[config.mk]
export PLATFORM = sky130hd
export DESIGN_NAME = pipe_ctrl
export DESIGN_NICKNAME = d
export VERILOG_FILES = /design/src/rtl/pipe_ctrl_pkg.sv /design/src/rtl/multi_cycle_timer.sv /design/src/rtl/pipe_ctrl.sv
export SDC_FILE = /design/constraint.sdc
export NUM_CORES = 1
export LEC_CHECK = 0
export BUFFER_PORTS_ARGS = -buffer_cell sky130_fd_sc_hd__buf_2
export CORE_MARGIN = 2
export CORE_UTILIZATION = 25
export CTS_BUF_LIST = sky130_fd_sc_hd__clkbuf_2 sky130_fd_sc_hd__clkbuf_4 sky130_fd_sc_hd__clkbuf_8
export DETAILED_ROUTE_END_ITERATION = 7
export GPL_ROUTABILITY_DRIVEN = 0
export PLACE_DENSITY = 0.54
export SYNTH_ARGS = -nofsm -noshare
export SYNTH_HDL_FRONTEND = slang
export SYNTH_SLANG_ARGS = --single-unit
[constraint.sdc]
create_clock -name clk -period 3.22 [get_ports clk]
set_input_delay 0.483 -clock clk [delete_from_list [all_inputs] [get_ports clk]]
set_output_delay 0.483 -clock clk [all_outputs]
set_load 0.1 [all_outputs]
[src/rtl/pipe_ctrl_pkg.sv]
// Shared definitions for the pipeline sequencing controller: stall vector layout,
// timer FSM encoding, canned stall patterns and reset level.
package pipe_ctrl_pkg;

   localparam int STALL_W   = 6;
   localparam int STALL_PC  = 0;
   localparam int STALL_IF  = 1;
   localparam int STALL_ID  = 2;
   localparam int STALL_EX  = 3;
   localparam int STALL_MEM = 4;
   localparam int STALL_WB  = 5;

   // Multi-cycle EX op holds pc..ex; a load-use hazard holds pc..id only.
   localparam logic [STALL_W-1:0] STALL_VEC_EX = 6'b001111;
   localparam logic [STALL_W-1:0] STALL_VEC_LU = 6'b000111;

   localparam logic RST_ACTIVE = 1'b0;

   typedef enum logic [1:0] {
      ST_IDLE = 2'd0,
      ST_BUSY = 2'd1,
      ST_DONE = 2'd2
   } mc_state_e;

endpackage

[src/rtl/multi_cycle_timer.sv]
// Occupancy timer for MULT/DIV in EX: IDLE -> BUSY (N-2 cycles) -> DONE, abortable by flush.
module multi_cycle_timer
   import pipe_ctrl_pkg::*;
#(
   parameter int MULT_CYCLES = 4,
   parameter int DIV_CYCLES  = 33,
   parameter int CNT_W       = 6
) (
   input  logic clk,
   input  logic rst,
   input  logic start_i,
   input  logic div_i,
   input  logic flush_i,
   output logic busy_o,
   output logic done_o,
   output logic ex_stall_o
);

   localparam logic [CNT_W-1:0] MULT_LOAD = CNT_W'(MULT_CYCLES - 2);
   localparam logic [CNT_W-1:0] DIV_LOAD  = CNT_W'(DIV_CYCLES - 2);

   mc_state_e        state_q, state_d;
   logic [CNT_W-1:0] cnt_q, cnt_d;
   logic [CNT_W-1:0] load_val;

   assign load_val = div_i ? DIV_LOAD : MULT_LOAD;

   // The counter holds the BUSY cycles still to run; DONE follows the last one.
   always_comb begin
      state_d = state_q;
      cnt_d   = cnt_q;
      case (state_q)
         ST_IDLE: begin
            if (start_i && !flush_i) begin
               cnt_d   = load_val;
               state_d = (load_val == '0) ? ST_DONE : ST_BUSY;
            end
         end
         ST_BUSY: begin
            if (flush_i) begin
               state_d = ST_IDLE;
               cnt_d   = '0;
            end else begin
               cnt_d = cnt_q - CNT_W'(1);
               if (cnt_q == CNT_W'(1)) state_d = ST_DONE;
            end
         end
         ST_DONE: begin
            state_d = ST_IDLE;
            cnt_d   = '0;
         end
         default: begin
            state_d = ST_IDLE;
            cnt_d   = '0;
         end
      endcase
   end

   always_ff @(posedge clk or negedge rst) begin
      if (!rst) begin
         state_q <= ST_IDLE;
         cnt_q   <= '0;
      end else begin
         state_q <= state_d;
         cnt_q   <= cnt_d;
      end
   end

   assign busy_o     = (state_q != ST_IDLE);
   assign done_o     = (state_q == ST_DONE) && !flush_i;
   assign ex_stall_o = ((state_q == ST_IDLE) && start_i) || (state_q == ST_BUSY);

endmodule

[src/rtl/pipe_ctrl.sv]
// Pipeline stall/bubble/flush controller: load-use detection, multi-cycle EX hold, flush priority.
// Optional performance counters are built when PIPE_CTRL_PERF_EN is defined.
module pipe_ctrl
   import pipe_ctrl_pkg::*;
#(
   parameter int MULT_CYCLES = 4,
   parameter int DIV_CYCLES  = 33,
   parameter int CNT_W       = 6
) (
   input  logic               clk,
   input  logic               rst,
   input  logic               id_en_read1_i,
   input  logic [4:0]         id_reg_addr1_i,
   input  logic               id_en_read2_i,
   input  logic [4:0]         id_reg_addr2_i,
   input  logic               ex_is_load_i,
   input  logic [4:0]         ex_wd_i,
   input  logic               ex_multi_start_i,
   input  logic               ex_multi_div_i,
   input  logic               flush_i,
`ifdef PIPE_CTRL_PERF_EN
   input  logic               perf_clr_i,
   output logic [31:0]        perf_stall_cycles_o,
   output logic [31:0]        perf_loaduse_o,
   output logic [31:0]        perf_multi_o,
`endif
   output logic [STALL_W-1:0] stall_o,
   output logic               bubble_ex_o,
   output logic               flush_o,
   output logic               multi_done_o,
   output logic               busy_o
);

   logic timer_busy;
   logic timer_done;
   logic ex_stall;
   logic load_use;
   logic in_reset;

   multi_cycle_timer #(
      .MULT_CYCLES (MULT_CYCLES),
      .DIV_CYCLES  (DIV_CYCLES),
      .CNT_W       (CNT_W)
   ) u_timer (
      .clk        (clk),
      .rst        (rst),
      .start_i    (ex_multi_start_i),
      .div_i      (ex_multi_div_i),
      .flush_i    (flush_i),
      .busy_o     (timer_busy),
      .done_o     (timer_done),
      .ex_stall_o (ex_stall)
   );

   assign in_reset = (rst == RST_ACTIVE);

   // r0 is hard-wired zero, so a load targeting it never creates a dependency.
   assign load_use = ex_is_load_i && (ex_wd_i != 5'd0) &&
                     ((id_en_read1_i && (id_reg_addr1_i == ex_wd_i)) ||
                      (id_en_read2_i && (id_reg_addr2_i == ex_wd_i)));

   always_comb begin
      stall_o     = '0;
      bubble_ex_o = 1'b0;
      flush_o     = 1'b0;
      if (!in_reset) begin
         if (flush_i) begin
            flush_o = 1'b1;
         end else if (ex_stall) begin
            stall_o = STALL_VEC_EX;
         end else if (load_use) begin
            stall_o     = STALL_VEC_LU;
            bubble_ex_o = 1'b1;
         end
      end
   end

   assign multi_done_o = timer_done && !in_reset;
   assign busy_o       = timer_busy;

`ifdef PIPE_CTRL_PERF_EN
   logic [2:0]       perf_inc;
   logic [2:0][31:0] perf_cnt;

   assign perf_inc = {multi_done_o, bubble_ex_o, |stall_o};

   generate
      for (genvar gi = 0; gi < 3; gi++) begin : g_perf
         logic [31:0] cnt_q, cnt_d;

         always_comb begin
            cnt_d = cnt_q;
            if (perf_clr_i) begin
               cnt_d = '0;
            end else if (perf_inc[gi] && (cnt_q != 32'hFFFF_FFFF)) begin
               cnt_d = cnt_q + 32'd1;
            end
         end

         always_ff @(posedge clk or negedge rst) begin
            if (!rst) cnt_q <= '0;
            else      cnt_q <= cnt_d;
         end

         assign perf_cnt[gi] = cnt_q;
      end
   endgenerate

   assign perf_stall_cycles_o = perf_cnt[0];
   assign perf_loaduse_o      = perf_cnt[1];
   assign perf_multi_o        = perf_cnt[2];
`endif

endmodule
==> out/metrics.yaml <==
die_height_um: 56.4
ioPinCount: 33
clockRootBuffer: "clkbuf_4"
worst_r2r_endpoint: "u_timer.cnt_q[4]"
status: "completed"
cp_common_cell: "buf_2"
grt_util_all_layers: 0.104
clock.fmax_mhz: 422
syn_inst: 76
avgRoutedWirePerCell_um: 12.0
routed-wl-met2_um: 676
crit_type: "primary input to output port"
hold_path_class: "primary input to asynchronous set/reset pin"
cp_num_buf_inv: 2
synth_top_family_by_area: "simple AND/OR/NAND/NOR gates"
grt_max_degree: 11
yosys_register_bits: 8
start_kind: "primary input"
power_density_nw_per_um2: 745
r2r_cells: 4
finalSetupViolCount: 0
end_kind: "output port"
antenna_found_initial: 0
reg2reg_setup_slack_ps: 1680
rr_startpoint: "u_timer.state_q[1]"
arrival_ps: 1880
slew_violations: 0
synth_mux_area_frac: 0
finClkSkew_ps: 1.76
clkTransAtPathRegs_ps: 50
dp_cells: 133
synth_edf_count: 0
cap_viol_max_count: 0
cp_num_cells: 6
cts.path.max_buffers: 2
synth_area_sq_um: 687
postRouteAntennaNets: 0
grt_pass1_wl_um: 2590
critPathLaunch: "ex_wd_i[3]"
dp_hpwl_um: 1300
crit_fanout: 3
drive_above_1_share: 0.419
top_layer_used: "met4"
cts_tree: "built"
areaGrowthSynthToFinish_pct: 26.6
ys.flop_type: "dfrtp_1"
wl_um: 1630
dieArea_sq_um: 3180
wirelength_met1_um: 755
ctsHtreeMaxLevel: 1
p_leak_uw: 0.000438
synth_seq_area_share: 0.291
port_buffers: 30
ys_warn_count: 0
synth-simple-area-share: 0.255
firstDrtPassIters: 4
tns_ps: 0
vias_per_cell: 4.89
cts_resized: 0
rsz0062_at_grt: "no"
path_delay_family: "buffers and inverters"
async_reset_ff_frac: 1.00
core_area_sq_um: 2690
cp_slowest_stage_delay_ps: 450
cts_buffers: 3
synth-compound-area-share: 0.213
worstPathCellList: "buf_2 > xor2_1 > nor4_1 > a32oi_1 > o21bai_2 > buf_2"
fillCellCount: 295
instances_no_fill: 136
initial_core_util: 0.256
period_needed_ps: 2370
finalHoldViolations: 0
via_count: 665
clock_latency_ps: 250
nNetsFinal: 132
antenna_cells: 0
grt_pass1_vias: 579
slowest_stage: "buf_2"
synth-xor-area-share: 0.128
routed-wl-met3_um: 179
irDropWorstVdd_mv: 0.443
holdWs_ps: 75.2
finalCritPeriodShare: 0.735
grt.overflow.total: 0
synth.distinct_cells: 35
drt_iter0_drc: 21
synth_adder_area_share: 0.0364
worstMarginPinSlew_ps: 512
maxSlewHeadroom: 0.656
chipWidth_um: 56.4
drc_errors: 0
fin_area_sq_um: 870
required_ps: 2740
ctsHoldBuffers: 0
place_area_sq_um: 847
p_total_uw: 648
rows: 19
cts_num_sinks: 8
synth_area_per_cell_sq_um: 9.04
cts_setup_buffers: 0
## metal layers
| layer | vias to the layer above | global-route usage |
|---|---|---|
| met3 | 2 | 0.0392 |
| met1 | 292 | 0.139 |
| met5 | - | 0 |
| li1 | 330 | - |
| met4 | 0 | 0.0306 |
| met2 | 41 | 0.156 |
## final cells by class
| cell class | count | area (sq um) | share of cell area |
|---|---|---|---|
| tap | 31 | 38.8 | 0.0446 |
| sequential | 8 | 200 | 0.230 |
| inverter | 2 | 7.51 | 0.00863 |
| multi-input combinational | 62 | 450 | 0.518 |
| timing repair buffer | 30 | 150 | 0.173 |
| clock buffer | 3 | 22.5 | 0.0259 |
## worst max-delay path by stage
stage                       endpoint  slack, ps
after floorplan           stall_o[1]        270
after global placement    stall_o[0]        870
after detailed placement  stall_o[0]        840
after CTS                 stall_o[0]        840
after global routing      stall_o[0]        760
final                     stall_o[0]        850
## layout by cell type, fill, tap and decap left out, drive strengths merged
cell type | Yosys | layout
a21oi | 2 | 2
a22o | 3 | 3
a32oi | 1 | 1
and2 | 3 | 3
and2b | 1 | 1
and3 | 1 | 1
and3b | 1 | 1
buf | 5 | 30
clkbuf | 0 | 3
conb | 1 | 2
dfrtp | 8 | 8
ha | 2 | 2
inv | 2 | 2
nand2 | 2 | 2
nand2b | 2 | 2
nor2 | 6 | 6
nor2b | 2 | 2
nor3 | 2 | 2
nor4 | 2 | 2
o211ai | 2 | 2
o21ai | 7 | 7
o21bai | 2 | 2
o22ai | 1 | 1
o41ai | 2 | 2
or2 | 2 | 2
or3b | 3 | 3
or4 | 1 | 1
xnor2 | 2 | 2
xor2 | 8 | 8
## sequential cells by signal, summed over array words and instances (netlist names)
| name | flops |
|---|---|
| u_timer.cnt_q | 6 |
| u_timer.state_q | 2 |
## cell families after synthesis
| kind of cell | count (synthesis) |
|---|---|
| buf+inv | 7 |
| xor+xnor | 10 |
| other cells | 1 |
| compound gates | 20 |
| fa+ha+maj | 2 |
| simple gates | 28 |
| flops | 8 |
## synthesized netlist by cell type, types with 2 or more instances
| master | instances | area (sq um) |
|---|---|---|
| dfrtp_1 | 8 | 200 |
| nand2_1 | 2 | 7.51 |
| xor2_1 | 8 | 70.1 |
| or2_2 | 2 | 12.5 |
| inv_1 | 2 | 7.51 |
| buf_4 | 4 | 30.0 |
| nor2_1 | 6 | 22.5 |
| o21ai_0 | 6 | 30.0 |
| nor3_1 | 2 | 10.0 |
| and2_1 | 2 | 12.5 |
| xnor2_1 | 2 | 17.5 |
| a22o_1 | 3 | 26.3 |
| ha_1 | 2 | 25.0 |
| nor2b_1 | 2 | 12.5 |
| o21bai_1 | 2 | 15.0 |
| a21oi_1 | 2 | 10.0 |
| or3b_2 | 2 | 17.5 |
| nor4_1 | 2 | 12.5 |
## per-stage QoR
| stage | worst slack [ps] | utilization |
|---|---|---|
| final | 853 | 0.324 |
| after global routing | 765 | 0.324 |
| after CTS | 844 | 0.324 |
| after detailed placement | 844 | 0.315 |
| after global placement | 868 | 0.315 |
| after floorplan | 272 | - |
## report_power, final
part,internal (uW),switching [uW]
logic,129,249
clock network,42.5,32.5
registers,143,51.8
total,315,333
Note: power is estimated with default switching activity, not from simulation.
